===== src/rtl/fifo_pkg.sv =====
// rtl/fifo_pkg.sv - shared types for the synchronous fifo
package fifo_pkg;

  // Accepted operation for one cycle, after full/empty gating.
  typedef enum logic [1:0] {
    OP_IDLE = 2'b00,
    OP_PUSH = 2'b01,
    OP_POP  = 2'b10,
    OP_BOTH = 2'b11
  } fifo_op_e;

  function automatic fifo_op_e fifo_op(input logic push_ok, input logic pop_ok);
    return fifo_op_e'({pop_ok, push_ok});
  endfunction

endpackage


===== src/rtl/fifo_mem.sv =====
// rtl/fifo_mem.sv - DEPTH x WIDTH register array, sync write, comb read
module fifo_mem #(
  parameter int WIDTH = 32,
  parameter int DEPTH = 4,
  parameter int PTR_W = (DEPTH > 1) ? $clog2(DEPTH) : 1
) (
  input  logic             clk_i,
  input  logic             wr_en_i,
  input  logic [PTR_W-1:0] wr_addr_i,
  input  logic [WIDTH-1:0] wr_data_i,
  input  logic [PTR_W-1:0] rd_addr_i,
  output logic [WIDTH-1:0] rd_data_o
);

  // Storage is deliberately not reset; only control state is.
  logic [WIDTH-1:0] mem_q [DEPTH];

  always_ff @(posedge clk_i) begin
    if (wr_en_i) begin
      mem_q[wr_addr_i] <= wr_data_i;
    end
  end

  assign rd_data_o = mem_q[rd_addr_i];

endmodule


===== src/rtl/fifo.sv =====
// rtl/fifo.sv - single-clock fifo with registered read data and full/empty flags
module fifo
  import fifo_pkg::*;
#(
  parameter int WIDTH = 32,
  parameter int DEPTH = 4
) (
  input  logic             clk_i,
  input  logic             rst_i,
  input  logic             push_i,
  input  logic [WIDTH-1:0] push_data_i,
  input  logic             pop_i,
  output logic [WIDTH-1:0] pop_data_o,
  output logic             full_o,
  output logic             empty_o
);

  localparam int PTR_W = (DEPTH > 1) ? $clog2(DEPTH) : 1;
  localparam int CNT_W = $clog2(DEPTH + 1);
  localparam logic [PTR_W-1:0] LAST_PTR = PTR_W'(DEPTH - 1);
  localparam logic [CNT_W-1:0] FULL_CNT = CNT_W'(DEPTH);

  logic [PTR_W-1:0] wr_ptr_q, wr_ptr_d;
  logic [PTR_W-1:0] rd_ptr_q, rd_ptr_d;
  logic [CNT_W-1:0] count_q, count_d;
  logic [WIDTH-1:0] pop_data_q, pop_data_d;
  logic [WIDTH-1:0] rd_data;
  logic             push_ok, pop_ok;
  fifo_op_e         op;

  fifo_mem #(
    .WIDTH (WIDTH),
    .DEPTH (DEPTH),
    .PTR_W (PTR_W)
  ) u_mem (
    .clk_i     (clk_i),
    .wr_en_i   (push_ok),
    .wr_addr_i (wr_ptr_q),
    .wr_data_i (push_data_i),
    .rd_addr_i (rd_ptr_q),
    .rd_data_o (rd_data)
  );

  always_comb begin
    push_ok    = push_i & ~full_o;
    pop_ok     = pop_i & ~empty_o;
    op         = fifo_op(push_ok, pop_ok);
    wr_ptr_d   = wr_ptr_q;
    rd_ptr_d   = rd_ptr_q;
    count_d    = count_q;
    pop_data_d = pop_data_q;

    // Wrap by compare so non power-of-two depths work.
    if (push_ok) begin
      wr_ptr_d = (wr_ptr_q == LAST_PTR) ? '0 : wr_ptr_q + PTR_W'(1);
    end
    if (pop_ok) begin
      rd_ptr_d   = (rd_ptr_q == LAST_PTR) ? '0 : rd_ptr_q + PTR_W'(1);
      pop_data_d = rd_data;
    end

    case (op)
      OP_PUSH: count_d = count_q + CNT_W'(1);
      OP_POP:  count_d = count_q - CNT_W'(1);
      default: count_d = count_q;
    endcase
  end

  always_ff @(posedge clk_i) begin
    if (!rst_i) begin
      wr_ptr_q   <= '0;
      rd_ptr_q   <= '0;
      count_q    <= '0;
      pop_data_q <= '0;
    end else begin
      wr_ptr_q   <= wr_ptr_d;
      rd_ptr_q   <= rd_ptr_d;
      count_q    <= count_d;
      pop_data_q <= pop_data_d;
    end
  end

  assign pop_data_o = pop_data_q;
  assign empty_o    = (count_q == '0);
  assign full_o     = (count_q == FULL_CNT);

endmodule


===== config.mk =====
export PLATFORM = sky130hd
export DESIGN_NAME = fifo
export DESIGN_NICKNAME = d
export VERILOG_FILES = /design/src/rtl/fifo_pkg.sv /design/src/rtl/fifo_mem.sv /design/src/rtl/fifo.sv
export SDC_FILE = /design/constraint.sdc
export NUM_CORES = 1
export LEC_CHECK = 0
export ABC_AREA = 1
export BUFFER_PORTS_ARGS = -buffer_cell sky130_fd_sc_hd__buf_2
export CAP_MARGIN = 20
export CORE_AREA = 3 3 149 151
export CTS_CLUSTER_DIAMETER = 150
export CTS_CLUSTER_SIZE = 16
export DETAILED_ROUTE_END_ITERATION = 12
export DIE_AREA = 0 0 152 154
export GPL_ROUTABILITY_DRIVEN = 0
export GPL_TIMING_DRIVEN = 1
export PLACE_DENSITY_LB_ADDON = 0.2
export SLEW_MARGIN = 20
export SYNTH_ARGS = -nofsm -noshare
export SYNTH_HDL_FRONTEND = slang
export SYNTH_HIERARCHICAL = 1
export SYNTH_SLANG_ARGS = --single-unit

===== constraint.sdc =====
create_clock -name clk_i -period 4.78 [get_ports clk_i]
set_input_delay 0.478 -clock clk_i [delete_from_list [all_inputs] [get_ports clk_i]]
set_output_delay 0.478 -clock clk_i [all_outputs]
set_load 0.01 [all_outputs]

After elaboration in Yosys (flattened, before gate mapping) --
Memory sizes are Yosys's and may differ from the RTL's. A register that Yosys moved wholly into a read port is not among the register bits. Cells that the tools add are included.
Storage, ports and cells: register bits after elaboration 7, bits in writable memories 128, memories kept 1
Memories:
- u_mem.mem_q | words 4, width 32, read ports 1, clocked after memory_dff 1, write ports 1, RTL line fifo_mem.sv:16 | logic [WIDTH-1:0] mem_q [DEPTH];
Operators by class: $add $sub $neg 4, equal/unequal tests 5, mux-type cells 5, bitwise logic cells 4, reductions and logical operators 3
Operators by type and width (number):
- == test 2 bit, second input constant | 3
- case mux 3 bit (2 select lines) | 1
- adder 2 x 1 -> 2 bit, second input constant | 2
- 2-to-1 mux 2 bit | 2
- adder 3 x 1 -> 3 bit, second input constant | 1
- == test 3 bit, second input constant | 1
- logical NOT 3 bit | 1
- subtractor 3 x 1 -> 3 bit, second input constant | 1
- AND 1 bit | 2
- == test 2 x 1 -> 1 bit, second input constant | 1
- 2-to-1 mux 1 bit | 2
- NOT 1 bit | 2
- nonzero test 2 bit | 1
- logical NOT 1 bit | 1

Depth between registers and ports, before layout --
depth in word-level cells 5, mapped depth 14

Hierarchy --
The synthesis kept the hierarchy.
Modules (own cells, without submodules):
- fifo_mem | times used 1, cells an instance 509, area each 5437.7 sq um, sequential area each 3843.7 sq um
- fifo | times used 1, cells an instance 236, area each 1874.3 sq um, sequential area each 780.7 sq um

Least setup slack after synthesis --
Ideal clock, no wire load.
path kind reg-to-reg, start reg count_q[1], end mem u_mem.mem_q[1][0] (enable), setup time 0.461 ns, arrival time 2.931 ns, slack 1.388 ns, stages on the path, launching flop included 7, buffers on the path 0, cell sequence dfxtp_1 > nor2_4 > nand2_1 > nand2_1 > inv_1 > inv_1 > nor3_1
On the way: longest elaborated chain between the ends 5
Ends and longest elaborated chain:
- from (decl) | RTL line fifo.sv:25 | logic [CNT_W-1:0] count_q, count_d;
- from (signal assigned) | RTL line fifo.sv:78 | count_q <= count_d;
- == test 3 bit | RTL line fifo.sv:85 | assign full_o = (count_q == FULL_CNT);
- NOT 1 bit | RTL line fifo.sv:45 | push_ok = push_i & ~full_o;
- AND 1 bit | RTL line fifo.sv:45
- via push_ok | RTL line fifo.sv:28 | logic push_ok, pop_ok;
- 2-to-1 mux 1 bit | RTL line fifo_mem.sv:19 | if (wr_en_i) begin
- 2-to-1 mux 1 bit (implied by the code) | RTL line fifo_mem.sv:20 | mem_q[wr_addr_i] <= wr_data_i;
- to (decl) | RTL line fifo_mem.sv:16
The timed path passes the listed nets, and every way through them passes these cells.

Worst setup path in the final report --
start reg count_q[1], end reg count_q[2]
On the way: longest elaborated chain between the ends 5, elaborated cells on any way between the ends 12, those cells by class 2 x add/sub; 3 x eq/ne; 1 x mux; 4 x bitwise; 2 x reduce/logical
Ends and longest elaborated chain:
- logical NOT 3 bit (*) | RTL line fifo.sv:84 | assign empty_o = (count_q == '0);
- NOT 1 bit (*) | RTL line fifo.sv:46 | pop_ok = pop_i & ~empty_o;
- AND 1 bit (*) | RTL line fifo.sv:46
- via pop_ok | RTL line fifo.sv:28
- == test 2 bit / == test 2 x 1 -> 1 bit (equally long branches) | RTL line fifo.sv:62 | case (op)
- case mux 3 bit (2 select lines) / nonzero test 2 bit (equally long branches)
The timed path passes the listed nets; every way through them passes the cells marked *. A chain may end at the register's enable or synchronous reset.

==> results_dict.tcl <==
set metrics [dict create \
    p_sw_frac 0.330 \
    worstSetupPathType "reg2reg" \
    critPathBufInv 4 \
    io_pins 70 \
    areaGrowthSynthToFinish_pct 15.5 \
    die_x_um 152 \
    setup_viol 0 \
    fin_crit_ps 2460 \
    drc 0 \
    cp_max_fo 68 \
    synth_top_cell_area_share 0.526 \
    crit_path_end "count_q[2]" \
    finClkSkew_ps 7.41 \
    power.share.sequential 0.405 \
    grt_util_met1 0.178 \
    hold_violations 0 \
    cpPeakStageDelay_ps 640 \
    netlist_area_sq_um 7310 \
    worstSkewPairLatency_ps 420 \
    reg2reg_slack_ps 2320 \
    placementRows 53 \
    synth.largest_area_cell "edfxtp_1" \
    worstSetupPathDepth 13 \
    grt_start_max_net_pins 69 \
    cts_resized 0 \
    cts_root_buf "clkbuf_16" \
    clock_path_buffers 2 \
    grt.busiest_layer "met2" \
    grt_overflow_total 0 \
    met3_usage 0.0374 \
    hold_buffers 0 \
    whs_ps 263 \
    critical-path-top-delay-family "simple AND/OR/NAND/NOR gates" \
    grt_pass1_vias 4684 \
    placed_cell_area_sq_um 7820 \
    syn-num-nets 785 \
    crit_slowest_cell "nand2_4" \
    synth-warning-count 6 \
    max_slew.worst_pin.slew_ps 914 \
    dp_hpwl_mm 8.34 \
    post_cts_buffers 0 \
    avgSynthCellArea_sq_um 9.81 \
    first_iter_violations 237 \
    vias 4812 \
    end_kind "flip-flop" \
    post-route-period-util 0.515 \
    critPathLaunch "count_q[1]" \
    yosysSeqAreaShare 0.632 \
    die_area_sq_um 23400 \
    design_area_sq_um 8450 \
    place.port_buffers 69 \
    fmax_mhz 406 \
    status "finished, final reports clean" \
    h-tree-depth 4 \
    required_ps 5100 \
    yosys-top-cells-area "edfxtp_1 (53%), dfxtp_1 (11%), nand2_1 (11%), inv_1 (7.4%), nand3_1 (4.4%)" \
    peakVddDrop_mv 0.331 \
    arrival_ps 2790 \
    pwr-share-comb 0.288 \
    cts.sinks 167 \
    cp_common_cell "inv_1" \
    leakage_uw 0.00383 \
    path_cells "nor2_4 > nand2_4 > nand2_1 > inv_1 > ha_1 > inv_1 > fa_1 > inv_1 > nand2_1 > nand3_1 > nand2_1 > inv_1 > nor2_1" \
    nNetsFinal 843 \
    power_switching_uw 1540 \
    crit_path_start_kind "flip-flop" \
    hp-class "in2reg" \
    r2r_start "count_q[1]" \
    drive_above_1_share 0.167 \
    cts_tree "yes" \
    r2r-end "count_q[2]" \
    die_y_um 154 \
    viasPerCell 4.41 \
    report.final.slew_viol_count 0 \
    reg2reg_depth 13 \
    p_int_uw 3130 \
    path_clk_slew_ps 60 \
    synthCells 745 \
    rsz0062_at_grt "false" \
    ant_nets 0 \
    power-per-cell-area_nw_per_um2 553 \
    routed_wl_mm 15.8 \
    numCtsBuffers 17 \
    grt_pass1_wl_mm 25.5 \
    post_drt_wl_per_cell_um 14.5 \
    ys_ff_latch 167 \
    fp.coreArea_sq_um 21000 \
    antenna_found_initial 1 \
    relSlewSlack 0.390 \
    track_usage 0.141 \
    ys_types 22 \
    firstDrtPassIters 4 \
    clock_power_share 0.307 \
    maxCapViolations 0 \
    antenna_cells 0 \
    setup_tns_ps 0 \
    use_met2 0.238 \
    start_util 0.349 \
]
logic make-up after synthesis:
logic type	count (synthesis)	synth area share
buf+inv	184	0.112
compound gates	38	0.0358
fa+ha+maj	4	0.00787
simple gates	352	0.212
flops	167	0.632
layout make-up:
class / count / area (sq um)
inverter: 146 / 551
timing repair buffer: 77 / 405
tap: 275 / 344
sequential: 167 / 4630
clock buffer: 21 / 482
fill: 2097 / 12500
clock inverter: 11 / 146
multi-input combinational: 394 / 1890
stage by stage:
| step | total power (uW) | setup WS (ps) | instances | utilization |
|---|---|---|---|---|
| after global placement | 3280 | 2380 | 1059 | 0.373 |
| final | 4670 | 2320 | 1091 | 0.403 |
| after global routing | 4980 | 2110 | 1091 | 0.403 |
| after floorplan | 2970 | 1390 | 745 | - |
| after detailed placement | 3290 | 2330 | 1059 | 0.373 |
| after CTS | 4740 | 2290 | 1091 | 0.403 |
worst register-to-register path, stage by stage (launching register included):
cell     delay [ps]
dfxtp_1         400
nor2_4           60
nand2_4         640
nand2_1         230
inv_1           110
ha_1            160
inv_1            60
fa_1            380
inv_1            60
nand2_1          60
nand3_1          60
nand2_1          50
inv_1            50
nor2_1           30
cells in the mapped netlist:
master	instances
ha_1	3
buf_1	1
clkbuf_1	4
fa_1	1
inv_2	1
buf_2	16
edfxtp_1	128
a21oi_1	17
dfxtp_1	39
nor2_1	41
nor3_1	4
nand2_1	205
buf_4	6
nand2_4	1
nand3b_1	34
inv_1	145
nand3_1	65
nor2_4	1
a21oi_2	19
o21ai_0	2
buf_6	11
nand4_1	1
cells in the final DEF (no fill, tap or decap):
cell type / instances
nor2_4: 1
bufinv_16: 3
clkinvlp_4: 2
nor3_2: 4
fa_1: 1
a21oi_2: 19
clkbuf_1: 1
dfxtp_1: 37
clkbuf_8: 2
dfxtp_2: 2
edfxtp_1: 128
nand2_1: 205
nand3_1: 65
inv_1: 145
clkinv_2: 3
nand2_4: 1
o21ai_0: 2
nor2_1: 41
buf_2: 69
nand3b_1: 34
inv_4: 1
clkinv_4: 3
ha_1: 3
clkbuf_16: 18
buf_4: 8
nand4_1: 1
a21oi_1: 17
worst min-delay path by stage:
stage	start	cells after the start	slack, ps	end
2_1_floorplan	rd_ptr_q[1]	2	500	rd_ptr_q[1]
4_1_cts	push_data_i[5]	1	240	u_mem/mem_q[1][5]
3_3_place_gp	pop_data_o[11]	2	460	pop_data_o[11]
3_5_place_dp	pop_data_o[1]	2	470	pop_data_o[1]
5_1_grt	push_data_i[18]	1	240	u_mem/mem_q[1][18]
6_report	push_data_i[5]	1	260	u_mem/mem_q[1][5]
state kept, by name, indices dropped and copies added (netlist names):
| register | count |
|---|---|
| count_q | 3 |
| u_mem/mem_q | 128 |
| rd_ptr_q | 2 |
| wr_ptr_q | 2 |
| pop_data_o | 32 |
layer usage:
metal | up-vias | part of all wire | wire length (um)
met2 | 93 | 0.49 | 7690
met1 | 2238 | 0.46 | 7310
met4 | 2 | 0.011 | 167
met3 | 16 | 0.041 | 641
met5 | - | 0.00082 | 13
li1 | 2463 | - | -
power groups by stage:
| stage | Clock, uW | Sequential [uW] | Combinational (uW) |
|---|---|---|---|
| floorplan | 0 | 1960 | 1010 |
| global route | 1540 | 1920 | 1530 |
| finish | 1430 | 1890 | 1340 |
| detailed placement | 0 | 1920 | 1370 |
| global placement | 0 | 1920 | 1350 |
| CTS | 1470 | 1900 | 1370 |
(Power assumes the default switching activity.)
